==> src/rtl/if_pc_unit.sv <==
// Instruction-fetch PC generator: holds the fetch PC, selects the next PC,
// remembers redirects that arrive during a stall and squashes wrong-path fetches.
module if_pc_unit #(
    parameter logic [31:0] RESET_PC   = 32'h00000000,
    parameter logic [31:0] EXC_VECTOR = 32'h00000004
) (
    input  logic        clk,
    input  logic        reset,
    input  logic        ena,
    input  logic        exc_req,
    input  logic        eret_req,
    input  logic [31:0] epc_in,
    input  logic        br_taken,
    input  logic [31:0] br_target,
    input  logic        jump_req,
    input  logic [31:0] jump_target,
    output logic [31:0] imem_addr,
    input  logic [31:0] imem_rdata,
    output logic [31:0] if_pc_out,
    output logic [31:0] if_instr_out,
    output logic        pc_addr_err,
    output logic        redirect_pending
);

    typedef enum logic {RUN, PEND} state_t;

    state_t      state, state_nxt;
    logic [31:0] pc_out, pc_nxt;
    logic [31:0] pend_pc, pend_pc_nxt;
    logic [1:0]  pend_pri, pend_pri_nxt;

    logic        redir;
    logic [31:0] sel_target;
    logic [1:0]  sel_pri;

    // Fixed-priority redirect select; larger sel_pri means higher priority.
    always_comb begin
        redir      = 1'b1;
        sel_target = pc_out + 32'd4;
        sel_pri    = 2'd0;
        if (exc_req) begin
            sel_target = EXC_VECTOR;
            sel_pri    = 2'd3;
        end else if (eret_req) begin
            sel_target = epc_in;
            sel_pri    = 2'd2;
        end else if (br_taken) begin
            sel_target = br_target;
            sel_pri    = 2'd1;
        end else if (jump_req) begin
            sel_target = jump_target;
            sel_pri    = 2'd0;
        end else begin
            redir = 1'b0;
        end
    end

    always_comb begin
        state_nxt    = state;
        pc_nxt       = pc_out;
        pend_pc_nxt  = pend_pc;
        pend_pri_nxt = pend_pri;
        case (state)
            RUN: begin
                if (ena) begin
                    pc_nxt = sel_target;
                end else if (redir) begin
                    pend_pc_nxt  = sel_target;
                    pend_pri_nxt = sel_pri;
                    state_nxt    = PEND;
                end
            end
            PEND: begin
                // Only a strictly higher-priority request may displace the held one.
                if (ena) begin
                    state_nxt = RUN;
                    if (redir && (sel_pri > pend_pri))
                        pc_nxt = sel_target;
                    else
                        pc_nxt = pend_pc;
                end else if (redir && (sel_pri > pend_pri)) begin
                    pend_pc_nxt  = sel_target;
                    pend_pri_nxt = sel_pri;
                end
            end
            default: state_nxt = RUN;
        endcase
    end

    always_ff @(posedge clk or negedge reset) begin
        if (!reset) begin
            state    <= RUN;
            pc_out   <= RESET_PC;
            pend_pc  <= 32'h00000000;
            pend_pri <= 2'd0;
        end else begin
            state    <= state_nxt;
            pc_out   <= pc_nxt;
            pend_pc  <= pend_pc_nxt;
            pend_pri <= pend_pri_nxt;
        end
    end

    assign imem_addr        = pc_out;
    assign if_pc_out        = pc_out;
    assign pc_addr_err      = |pc_out[1:0];
    assign redirect_pending = (state == PEND);
    assign if_instr_out     = (redir || (state == PEND)) ? 32'h00000000 : imem_rdata;

endmodule

==> config.mk <==
export PLATFORM = sky130hd
export DESIGN_NAME = if_pc_unit
export DESIGN_NICKNAME = d
export VERILOG_FILES = /design/src/rtl/if_pc_unit.sv
export SDC_FILE = /design/constraint.sdc
export NUM_CORES = 1
export LEC_CHECK = 0
export ABC_AREA = 1
export ABC_CLOCK_PERIOD_IN_PS = 3700
export CORE_UTILIZATION = 47
export DETAILED_ROUTE_END_ITERATION = 8
export GPL_ROUTABILITY_DRIVEN = 0
export PLACE_DENSITY = 0.9
export SETUP_SLACK_MARGIN = 0.4
export SLEW_MARGIN = 20
export SYNTH_ARGS = -nofsm -noshare
export SYNTH_HDL_FRONTEND = slang
export SYNTH_SLANG_ARGS = --single-unit
==> constraint.sdc <==
create_clock -name clk -period 3.7 [get_ports clk]
set_input_delay 0.74 -clock clk [delete_from_list [all_inputs] [get_ports clk]]
set_output_delay 0.74 -clock clk [all_outputs]
set_load 0.01 [all_outputs]
# Word-level counts from Yosys, hierarchy flattened
# Index checks and enable logic that the tools add are counted.
# Widths: inputs -> output; s select.
# totals
regBits	67
inputBits	135
output_inout_bits	98
wordCells	48
# classes
addsub	1
order_cmp	1
eq_ne	6
mux	29
bitwise_logic	1
n_reduce_logical	6
# op_table
op	n
$mux 32	11
$pmux 32 s2	2
$add 32x3->32 const B	1
$mux 2	6
$ne 2x2->1 const B	5
$mux 1	8
$pmux 2 s2	1
$reduce_and 4->1	1
$reduce_and 3->1	1
$gt 2x2->1	1
$ne 2x1->1 const B	1
$pmux 1 s2	1
$reduce_and 2->1	1
$reduce_or 2->1	1
$logic_and 1x1->1	1
$logic_or 1x1->1	1
$not 1->1	1

# Depth between registers and ports, before layout
# Gate-level depths: netlist (run 1).
# depth
depth_word	8
depth_mapped	13
ltp_nobuf	13

# Worst setup path before layout (run 1)
# OpenSTA, ideal clock, no wires.
# synth_timing
path_type	input-to-output
startpoint	input port jump_req
endpoint	output port if_instr_out[10]
t_arrival_ps	1683
required_time_ps	2960
setup_slack_ps	1277
path_stages	7
path_buffers	3
cell_sequence	buf_6 -> inv_2 -> nand3_2 -> or2_1 -> buf_6 -> clkbuf_1 -> nor2_1
# synth_via
elab_chain_cells	6
# synth_lines
item	line	rtl
start: declaration	15	input logic jump_req,
$mux 1	50	end else if (jump_req) begin
$mux 1	47	end else if (br_taken) begin
$mux 1	44	end else if (eret_req) begin
$mux 1	41	if (exc_req) begin
$logic_or 1x1->1	108	assign if_instr_out = (redir || (state == PEND)) ? 32'h00000000 : imem_rdata;
$mux 32	108	
end: declaration	20	output logic [31:0] if_instr_out,
# Every way passes these cells.

# Worst setup path in the final report (run 1)
# layout_timing
startpoint	input port exc_req
endpoint	output port if_instr_out[11]
# layout_via
elab_chain_cells	3
# layout_lines
item	line	rtl
start: declaration	10	input logic exc_req,
$mux 1	41	
$logic_or 1x1->1	108	
$mux 32	108	
# Every way passes these cells.

==> metrics, run 1 <==
Post-Route WL roughly 19000 µm; Antenna diodes 0; CTS Buf Count 9; Non-Filler Instances approximately 1.2k; Slew Limit Fails 0; CP startpoint kind input port; data required time of the critical path roughly 3.0 ns; Hold WC Path Type register to register; Die X between 100 and 150 µm; clock slew at reported path FFs ~0.050 ns; post-detail-place hpwl roughly 13000 µm; via count between 6k and 7k; pwr dens 397 nW/µm²; Post-Syn Nets just under 1k; Die Height between 100 and 150 µm; final setup violation count 0; async set or reset register ratio after synthesis 100%; top-count cell post-synth nand2_1; largest area contributor in the netlist dfrtp_1; cells after synthesis about 860; GR Layer Usage met1 between 30% and 40%; met2 GRT Util about 53%; worst slew pin tran around 0.85 ns; 1st-iter DRT viols about 470; root buffer cell clkbuf_16; final worst path period share a little under 90%; reg-to-reg slack, setup roughly 1.5 ns; H-tree levels 3; P_leak roughly 4.1 nW; Synth Warn # 0; Clock Latency Late Sink ~0.34 ns; Multi-input gate area about 2800 µm²; crit path DAT around 2.5 ns; Core Rows 38; Hold Fails Final Rpt 0; vias in the first global route just under 6k; critical path peak fanout 5; Slew Limit Headroom a little over two fifths; Unique masters post-synth 33; initial antenna violation count 0; Initial Utilization between 40 and 50%; die area 11700 µm²; clk sinks 67; Placed Cells ~1.2k; nets roughly 1.2k; register bit total from synthesis 67; Max Fclk around 310 MHz; met3 GRT Util under 10%; Crit Path Class input port to output pin; largest net degree at the start of global routing 68; CTS tree built; time the worst path needs with I/O delays and setup between 3 and 4 ns; storage element area 1680 µm²; Final WS setup between 0.5 and 0.6 ns; Congestion Overflow GR 0; area grow syn2layout 46.4%; dpl ws roughly 0.14 ns; status finished, final reports clean; First-pass DRT Iterations 6; hold slack slightly below 0.5 ns; top post-synthesis cells by area dfrtp_1, nand2_1, nor2_1, inv_1, buf_4; Layout fillers just under 900; first-pass GRT wire length 28800 µm; post-synthesis sequential area ratio between 30% and 40%; clock buffer depth 2; Peak VDD IR between 0.0002 and 0.00025 V; DRC violations left 0; RSZ-0062 raised after global routing false; GRT Total Usage a little under a third; setup_tns 0 ns; drt wl/cell between 15 and 20 µm; CP Capture Type output pin; number of synthesized flops with an enable pin 0; Layout Skew 0.00672 ns; Routed Antenna Nets 0; busiest layer in global routing met2; layout cells sized above 1 between 5 and 6%; Synth top area share between 30% and 40%; Buffers on Ports around 230; Top Ports 233; max_cap viols 0; via/cell ratio roughly 5.3; Cell Area, Synth ~5300 µm²; core region area 10900 µm²; main flop type after synthesis dfrtp_1; Commonest cells post-synth nand2_1, nor2_1, inv_1, dfrtp_1, nand3_1; syn_area_per_cell ~6.2 µm²
[sequential cells by signal, summed over array words and instances (netlist names)]
signal            cells
if_pc_out            32
pend_pc              32
pend_pri              2
redirect_pending      1
[cell usage in the layout (no fill, tap or decap), types with 2 or more instances in the layout]
master | netlist | routed
a21oi_1 | 28 | 28
a31oi_1 | 10 | 10
buf_2 | 5 | 2
buf_4 | 33 | 11
clkbuf_16 | 0 | 9
clkdlybuf4s50_1 | 0 | 201
clkinvlp_4 | 0 | 4
dfrtp_1 | 67 | 67
dlygate4sd2_1 | 0 | 3
dlymetal6s2s_1 | 0 | 26
ha_1 | 3 | 3
inv_1 | 103 | 103
inv_2 | 3 | 3
nand2_1 | 285 | 285
nand2_2 | 6 | 6
nand2_4 | 2 | 2
nand3_1 | 48 | 48
nand3_2 | 2 | 2
nor2_1 | 127 | 126
nor2_2 | 7 | 8
nor2_4 | 4 | 4
o21ai_0 | 16 | 16
o21ai_1 | 22 | 22
o21bai_1 | 8 | 8
o22ai_1 | 33 | 33
or2_2 | 2 | 2
xor2_1 | 2 | 2
[final timing paths]
check                                  from  depth (start not counted)          endpoint
worst min-delay path            pend_pc[16]                          2       pend_pc[16]
max in group asynchronous             reset                          2        pend_pc[8]
worst min register to register  pend_pc[16]                          2       pend_pc[16]
worst max-delay path                exc_req                          6  if_instr_out[11]
min in group asynchronous             reset                          2      if_pc_out[1]
worst max register to register  pend_pri[1]                         12     if_pc_out[19]
[layer usage]
layer  routed length [µm]  vias up
met5                    0        -
met4                  583        0
met3                 1570       56
met2                 9060      315
met1                 7520     2901
li1                     -     3006
[kinds of logic (layout without fill, tap and decap cells)]
| group | after synthesis | count (layout) | share of synthesized area, % |
|---|---|---|---|
| adder cells (fa/ha/maj) | 3 | 3 | 0.706 |
| AND/OR/NAND/NOR | 488 | 488 | 37.9 |
| buffers and inverters | 177 | 367 | 16.8 |
| flip-flops | 67 | 67 | 31.5 |
| XOR/XNOR | 3 | 3 | 0.494 |
| AO/OA/AOI/OAI | 118 | 118 | 12.5 |
[worst max-delay path, stage by stage]
cell and delay (ns):
clkdlybuf4s50_1 0.48, nor2_2 0.17, nand3_2 0.08, or2_4 0.27, nor2_1 0.16, clkdlybuf4s50_1 0.56
[per-stage QoR]
stage / total power, mW / instance area (µm²) / utilization [%]
after detailed placement: 2.21 / 7400 / 67.7
final: 3.09 / 7780 / 71.2
after floorplan: 1.72 / 5320 / -
after CTS: 3.08 / 7710 / 70.5
after global placement: 2.18 / 7400 / 67.7
after global routing: 3.26 / 7780 / 71.2
[area by class of cell]
cell class,instances,area share [%]
multi-input combinational,612,35.4
inverter,107,5.19
sequential,67,21.5
tap,140,2.25
timing repair buffer,244,31.7
clock buffer,10,3.07
clock inverter,6,0.836
[report_power, final]
part / internal, mW / switching [mW] / total (mW)
clock: 0.538 / 0.330 / 0.868
combinational: 0.560 / 0.580 / 1.14
sequential: 0.887 / 0.197 / 1.08
[what timing repair did]
| action | in CTS | in global routing |
|---|---|---|
| resized for setup | 6 | 26 |
| buffers inserted | 0 | 1 |
| endpoints found under the setup margin | 29 | 26 |
| hold buffers | 0 | 0 |
| pin swaps | 0 | 1 |
Note: power is estimated with default switching activity, not from simulation.
==> inputs of run 2 (changes only) <==
- ABC_CLOCK_PERIOD_IN_PS: 3700 -> 4090
- CORE_MARGIN: not set -> 10
- CTS_CLUSTER_DIAMETER: not set -> 50
- clock period: 3.7 -> 4.09 ns (I/O delays scaled with it)
==> run 2 against run 1 <==
Worst hold slack improved by 0.0010 ns. Count of clock-buffer cells in the layout grew 2. Core utilization fell by 0.51 points. Combinational power fell by 9%. First-iteration DRC count up 58%. Global-route usage is 6.8 points lower. Sequential power shrank 9%. Via count is 0.38% higher. Critical endpoint is now if_instr_out[20]. Largest cell class unchanged.
==> metrics, run 2 (synthesized netlist as in run 1, its figures left out) <==
Die X 126 µm (+17%); clk sinks 67 (unchanged); time the worst path needs with I/O delays and setup between 3 and 4 ns; met3 GRT Util 5.46% (-1.3 points); initial antenna violation count 1 (+1); Core Rows 38 (unchanged); hold slack 0.485 ns (+0.00102 ns); via/cell ratio 5.32 (+0.47%); Hold WC Path Type register to register; CP startpoint kind input port; Post-Route WL 20700 µm (+10%); final worst path period share roughly 86%; most common cell after layout, fill and taps aside nand2_1; max_cap viols 0 (unchanged); clock buffer depth 2 (unchanged); Layout fillers 887 (-0.11%); layout cells sized above 1 5.56% (-0.28 points); first-pass GRT wire length 33100 µm (+15%); core region area 10900 µm² (unchanged); Die Height 126 µm (+17%); GRT Total Usage 25.1% (-6.8 points); critical path peak fanout 33 (+28); busiest layer in global routing met2; Post-CTS Setup Repair Bufs 0 (unchanged); data required time of the critical path 3.27 ns (+0.31 ns); P_leak 3.63 nW (-12%); Buffers on Ports 232 (unchanged); status finished, final reports clean; Initial Utilization 48.6% (unchanged); die area 16000 µm² (+36%); Worst path most repeated cell clkdlybuf4s50_1; CP Capture Type output pin; Worst path slowest cell clkdlybuf4s50_1; clock slew at reported path FFs 0.05 ns (about the same); First-pass DRT Iterations 6 (unchanged); met2 GRT Util 44.6% (-8.6 points); Slew Limit Headroom 42.9% (-0.20 points); Layout Skew 0.00464 ns (-0.00209 ns); final setup violation count 0 (unchanged); post-detail-place hpwl 15700 µm (+16%); Hold Fails Final Rpt 0 (unchanged); Final Util 70.7% (-0.51 points); dpl ws 0.239 ns (+0.0951 ns); RSZ-0062 raised after global routing false; area grow syn2layout 45.4%; largest net degree at the start of global routing 60 (-12%); H-tree levels 3 (unchanged); Hold Path Origin pend_pc[30]; CTS tree built; DRC violations left 0 (unchanged); setup_tns 0 ns (unchanged); via count 6302 (+0.38%); vias in the first global route 6266 (+5.9%); crit path cell chain clkdlybuf4s50_1, nor2_2, nand3_2, or2_4, nor2_1, clkdlybuf4s50_1; drt wl/cell 17.5 µm (+11%); Congestion Overflow GR 0 (unchanged); hold buffer count at CTS 0 (unchanged); CP peak stage delay 0.58 ns (+0.02 ns); r2r startpoint pend_pri[1]; most frequent cells in the layout nand2_1, clkdlybuf4s50_1, nor2_1, inv_1, dfrtp_1; CTS Buf Count 9 (unchanged); root buffer cell clkbuf_16; Routed Antenna Nets 0 (unchanged); Peak VDD IR 0.000228 V (+4.0%); pwr dens 372 nW/µm² (-6.4%); Slew Limit Fails 0 (unchanged); Max Fclk approximately 280 MHz; Final WS setup 0.558 ns (+0.0568 ns); 1st-iter DRT viols 737 (+58%); Clock Latency Late Sink 0.34 ns (about the same); Final Total Pwr 2.87 mW (-7.1%); Crit. Startpoint eret_req; nets 1177 (-0.17%); Crit Path Class input port to output pin; crit path DAT 2.71 ns (+0.25 ns); GR Layer Usage met1 29.8% (-10 points); Top Ports 233 (unchanged); worst slew pin tran 0.856 ns (+0.00303 ns)
==> run 2: cell types whose count changed in the layout (fill, tap and decap cells not counted), sizes merged <==
cell,change
dlymetal6s2s,-26
bufinv,+1
clkinvlp,-3
clkdlybuf4s50,+29
clkbuf,+2
buf,-2
diode,+1
dlygate4sd2,-3
==> run 2: repair_timing <==
action / in CTS / in global routing
endpoints found under the hold margin: 0 / 0
setup endpoints to repair: 32 / 0
resized for setup: 2 / 0
==> run 2: path summary, 6_finish.rpt <==
path / slack, ns / end / cells after the start
setup reg to reg: 1.81 / if_pc_out[13] / 12
min in group asynchronous: 0.59 / if_pc_out[0] / 1
hold / removal: 0.49 / pend_pc[30] / 2
hold reg to reg: 0.49 / pend_pc[30] / 2
setup / recovery: 0.56 / if_instr_out[20] / 6
max in group asynchronous: 2.57 / if_pc_out[11] / 2
==> run 2: final cells by class <==
class	instances	area [µm²]	area share (%)
timing repair buffer	242	2390	30.9
inverter	107	404	5.23
clock inverter	4	72.6	0.939
antenna	1	2.50	0.0324
multi-input combinational	612	2750	35.6
tap	140	175	2.27
clock buffer	12	256	3.32
sequential	67	1680	21.7
==> run 2: report_power, final <==
group	switching [mW]	internal (mW)	total, mW
sequential	0.176	0.802	0.979
clock	0.286	0.566	0.852
combinational	0.535	0.507	1.04
==> run 2: worst max-delay path, delay by kind of cell <==
family	cells	cell delay, ns
simple gates	4	0.79
buf+inv	2	1.09
==> run 2: routing by layer <==
layer	part of all wire [%]	routed length [µm]	vias up
met4	2.0	408	0
met5	0	0	-
met2	52	10700	308
met1	38	7900	2957
met3	8.1	1670	33
li1	-	-	3004
==> run 2: stage by stage <==
step / instances / instance area (µm²)
after floorplan: 856 / 5320
after global placement: 1168 / 7390
after detailed placement: 1168 / 7390
after CTS: 1184 / 7720
after global routing: 1185 / 7730
final: 1185 / 7730
